==> config.mk <==
export PLATFORM = sky130hd
export DESIGN_NAME = mem_arbiter
export DESIGN_NICKNAME = d
export VERILOG_FILES = /design/src/rtl/mem_arb_pkg.sv /design/src/rtl/arb_select.sv /design/src/rtl/mem_arbiter.sv
export SDC_FILE = /design/constraint.sdc
export NUM_CORES = 1
export LEC_CHECK = 0
export CAP_MARGIN = 0
export CORE_ASPECT_RATIO = 0.6
export CORE_MARGIN = 2
export CORE_UTILIZATION = 34
export DETAILED_ROUTE_END_ITERATION = 8
export HOLD_SLACK_MARGIN = 0.03
export PLACE_DENSITY = 0.82
export SLEW_MARGIN = 0
export SYNTH_ARGS = -nofsm -noshare
export SYNTH_HDL_FRONTEND = slang
export SYNTH_HIERARCHICAL = 1
export SYNTH_SLANG_ARGS = --single-unit
==> constraint.sdc <==
create_clock -name clk -period 2.1 [get_ports clk]
set_input_delay 0.63 -clock clk [delete_from_list [all_inputs] [get_ports clk]]
set_output_delay 0.63 -clock clk [all_outputs]
set_load 0.02 [all_outputs]
==> src/rtl/mem_arb_pkg.sv <==
// Shared types for the memory arbiter: FSM states, requester ids and the default burst length.
package mem_arb_pkg;

    localparam int DEF_BURST_LEN = 8;

    typedef enum logic [1:0] {
        IDLE,
        XFER,
        DONE
    } arb_state_t;

    typedef enum logic [1:0] {
        NONE,
        P,
        D,
        W
    } req_id_t;

endpackage

==> src/rtl/arb_select.sv <==
// Requester selection: writeback always wins; fill policy is fixed d > p, or p/d alternation
// when ARB_ROUND_ROBIN_EN is defined (the last-fill flag only exists in that build).
module arb_select
    import mem_arb_pkg::*;
(
    input  logic    clk,
    input  logic    rst,
    input  logic    i_upd,
    input  logic    i_p_req,
    input  logic    i_d_req,
    input  logic    i_w_req,
    output req_id_t o_id
);

    req_id_t w_fill;

`ifdef ARB_ROUND_ROBIN_EN
    // Reset to "p last" so d wins the first tie.
    logic r_last_d;

    always_comb begin
        w_fill = NONE;
        if (i_p_req && i_d_req) w_fill = r_last_d ? P : D;
        else if (i_d_req)       w_fill = D;
        else if (i_p_req)       w_fill = P;
    end

    always_ff @(posedge clk) begin
        if (!rst)
            r_last_d <= 1'b0;
        else if (i_upd && (o_id == P || o_id == D))
            r_last_d <= (o_id == D);
    end
`else
    logic w_unused;
    assign w_unused = &{1'b0, clk, rst, i_upd};

    always_comb begin
        w_fill = NONE;
        if (i_d_req)      w_fill = D;
        else if (i_p_req) w_fill = P;
    end
`endif

    assign o_id = i_w_req ? W : w_fill;

endmodule

==> src/rtl/mem_arbiter.sv <==
// Three-way burst arbiter (program fill, data fill, writeback) in front of an SDRAM controller.
// Fill policy is selected by ARB_ROUND_ROBIN_EN inside arb_select.
module mem_arbiter
    import mem_arb_pkg::*;
#(
    parameter int BURST_LEN = DEF_BURST_LEN,
    parameter int ADDR_W    = 32
) (
    input  logic              clk,
    input  logic              rst,
    input  logic              p_req,
    input  logic [ADDR_W-1:0] p_addr,
    input  logic              d_req,
    input  logic [ADDR_W-1:0] d_addr,
    input  logic              w_req,
    input  logic [ADDR_W-1:0] w_addr,
    input  logic [15:0]       w_wdata,
    output logic              p_beat,
    output logic              d_beat,
    output logic              w_beat,
    output logic              p_done,
    output logic              d_done,
    output logic              w_done,
    output logic [15:0]       rdata,
    output logic              busy,
    output logic              mem_req,
    output logic              mem_we,
    output logic [ADDR_W-1:0] mem_addr,
    output logic [15:0]       mem_wdata,
    input  logic              mem_ack,
    input  logic [15:0]       mem_rdata
);

    localparam int              CNT_W = $clog2(BURST_LEN);
    localparam logic [CNT_W-1:0] LAST = CNT_W'(BURST_LEN - 1);

    arb_state_t        r_state;
    req_id_t           r_grant;
    logic [CNT_W-1:0]  r_cnt;
    logic              r_we;
    logic [ADDR_W-1:0] r_addr;

    req_id_t           w_pick;
    logic              w_upd;
    logic [ADDR_W-1:0] w_grant_addr;
    logic              w_ack;

    assign w_upd = (r_state == IDLE) && (w_pick != NONE);

    arb_select u_sel (
        .clk     (clk),
        .rst     (rst),
        .i_upd   (w_upd),
        .i_p_req (p_req),
        .i_d_req (d_req),
        .i_w_req (w_req),
        .o_id    (w_pick)
    );

    always_comb begin
        w_grant_addr = '0;
        case (w_pick)
            P:       w_grant_addr = p_addr;
            D:       w_grant_addr = d_addr;
            W:       w_grant_addr = w_addr;
            default: w_grant_addr = '0;
        endcase
    end

    always_ff @(posedge clk) begin
        if (!rst) begin
            r_state <= IDLE;
            r_grant <= NONE;
            r_cnt   <= '0;
            r_we    <= 1'b0;
            r_addr  <= '0;
        end else begin
            case (r_state)
                IDLE: begin
                    if (w_upd) begin
                        r_state <= XFER;
                        r_grant <= w_pick;
                        r_cnt   <= '0;
                        r_we    <= (w_pick == W);
                        r_addr  <= w_grant_addr;
                    end
                end
                XFER: begin
                    // Counter wraps naturally since BURST_LEN is a power of two.
                    if (mem_ack) begin
                        r_cnt <= r_cnt + CNT_W'(1);
                        if (r_cnt == LAST) r_state <= DONE;
                    end
                end
                DONE: begin
                    r_state <= IDLE;
                    r_grant <= NONE;
                    r_we    <= 1'b0;
                end
                default: r_state <= IDLE;
            endcase
        end
    end

    assign mem_req   = (r_state == XFER);
    assign busy      = (r_state != IDLE);
    assign mem_we    = r_we;
    assign mem_addr  = r_addr;
    assign mem_wdata = (r_grant == W) ? w_wdata : 16'h0;
    assign rdata     = mem_rdata;

    assign w_ack  = mem_req && mem_ack;
    assign p_beat = w_ack && (r_grant == P);
    assign d_beat = w_ack && (r_grant == D);
    assign w_beat = w_ack && (r_grant == W);
    assign p_done = (r_state == DONE) && (r_grant == P);
    assign d_done = (r_state == DONE) && (r_grant == D);
    assign w_done = (r_state == DONE) && (r_grant == W);

endmodule

==> impl_metrics.toml <==
[status]
status = "completed"

[floorplan]
core_area_um2 = 7390
initial_utilization_pct = 35.6
rows = 24
chipWidth_um = 118
die_h_um = 72.1
ios = 207
die_area_um2 = 8470

[placement]
gp_congestion = 0.821
post-place-ws_ps = -465
place_area_um2 = 4450
numPortBuffers = 174
dpl.cell_count = 536
dpl.hpwl_um = 6840

[worst_setup_path]
crit_start = "d_req"
critPathMaxFanout = 24
critical_path_class = "primary input to flip-flop"
r2r_start = "r_state[0]"
cp_data_required_time_ps = 2250
end_kind = "flip-flop"
startpoint_type = "primary input"
crit_arrival_ps = 2190

[worst_hold_path]
min_from = "mem_we"
hold_class = "flip-flop to flip-flop"

[logic_synthesis]
yosys.area.top_type = "dfxtp_1"
synthDominantCellAreaShare_pct = 30.5
syn_area_um2 = 2630
ys_seq_elements = 40
syn_nets = 419
postSynth.asyncResetShare_pct = 0
yosysUniqueCellTypes = 33
ys_warn_count = 6
yosysSeqAreaShare_pct = 30.5
syn-mean-instance-area_um2 = 9.29
synth-main-ff-cell = "dfxtp_1"
ys_top_cells_by_area = "dfxtp_1, a211oi_2, mux2_2"
synth-edff-count = 0
post_synth_inst_count = 283

[sta]
holdWs_ps = 503
fmax_mhz = 490
setup_violations = 0
fin_crit_ps = 2040
period_share_pct = 97.1
fin_ws_ps = 60.1
slew_headroom_pct = 72.2
drv_slew = 0
rsz0062_at_grt = "true"
worstMarginPinSlew_ps = 416
finalHoldViolCount = 0
fin_skew_ps = 5.13

[clock_tree]
cts_sinks = 40
cts_tree = "built"
root_buffer = "clkbuf_16"
numCtsBuffers = 5
clk_latency_ps = 270
clockBufferDepth = 2
hold_buffers = 0
cts.htree.levels = 2
clkSlewWorstSetupHoldPaths_ps = 60

[cells_and_area]
fin_area_um2 = 4550
final_cell_mix = "clkdlybuf4s50_1, dfxtp_1, a21oi_1"
n_antenna_cell = 0
fin_nets = 575
area_growth_syn_to_layout_pct = 73.1
drive_above_1_share_pct = 26.6
mostFrequentLayoutCell = "clkdlybuf4s50_1"
finalNonFillerCells = 544

[drt]
wl_per_cell_um = 16.3
vias = 2802
remaining_drc_errors = 0
drt_wl_total_um = 8880
drt_iter0_markers = 106
routed_via_density = 5.15
ant_nets = 0
dr.pass1.iters = 4

[global_routing]
grt_usage_pct = 20.3
antenna_found_initial = 0
grt_max_degree = 39
overflow = 0
grt_pass1_wl_um = 14000
grt_pass1_vias = 2788

[power_and_ir_drop]
max-vdd-ir-drop_uv = 418
total_leakage_power_nw = 1.86
totalPowerFinal_mw = 2.57
power_density_nw_per_um2 = 565

[run]
drv_cap = 0
==> per-layer routing <==
metal | track usage, % | routed length, µm | up-vias
li1 | - | - | 1358
met1 | 25.0 | 3830 | 1334
met2 | 35.2 | 4290 | 106
met3 | 7.39 | 724 | 4
met4 | 2.81 | 36 | 0
met5 | 0 | 0 | -
==> critical path: stages <==
cell and delay (ps):
clkdlybuf4s50_1 430, inv_1 70, a21o_1 190, buf_12 200, mux2_2 350, a22oi_1 210
a211oi_2 100
==> registers in the layout (all words and copies together), names as in the netlist <==
name / cells
mem_addr: 32
r_cnt: 3
r_grant: 2
r_state: 2
mem_we: 1
==> where the power goes <==
| group | leakage [nW] | internal [mW] | switching [mW] |
|---|---|---|---|
| clock network | 0.0712 | 0.473 | 0.271 |
| registers | 0.333 | 0.835 | 0.0508 |
| logic | 1.45 | 0.532 | 0.408 |
==> what timing repair did <==
action,4_1_cts,5_1_grt
setup endpoints to repair,35,22
pin swaps,1,1
gates resized for setup,91,9
setup buffers,0,0
==> cell type report <==
type / instances / area [µm²]
timing repair buffer: 197 / 1910
multi-input combinational: 191 / 1550
tap: 104 / 130
fill: 650 / 2840
sequential: 40 / 808
inverter: 4 / 15.0
clock buffer: 8 / 146
==> metrics by stage <==
step,setup TNS (ps),utilization [%]
after floorplan,0,-
after global placement,-15240,60.3
after detailed placement,-16220,60.3
after CTS,-7.44,61.2
after global routing,-6.25,61.6
final,0,61.6
==> cells by family (layout without fill, tap and decap cells) <==
group                      Yosys count  after routing  synth area share, %
AOI/OAI and AO/OA                  108            108                 32.9
and+or+nand+nor                     49             49                 10.3
muxes                               32             32                 13.7
buffers and inverters               52            209                 11.7
adders and majority gates            2              2                0.952
DFF                                 40             40                 30.5
==> path summary, 6_finish.rpt <==
path                   to  slack (ps)  cells after the start
min reg2reg        mem_we         500                      2
max          mem_addr[17]          60                      7
max reg2reg   mem_addr[4]         420                      6
min                mem_we         500                      2
==> cells in the mapped netlist (4+ instances only) <==
cell type,n
a211oi_2,29
a21oi_1,35
a22oi_1,32
and3_1,17
buf_2,9
buf_4,19
buf_6,4
clkbuf_1,15
dfxtp_1,40
mux2_2,31
nand2_1,5
nor2_1,10
o21ai_0,5
(Power assumes the default switching activity.)
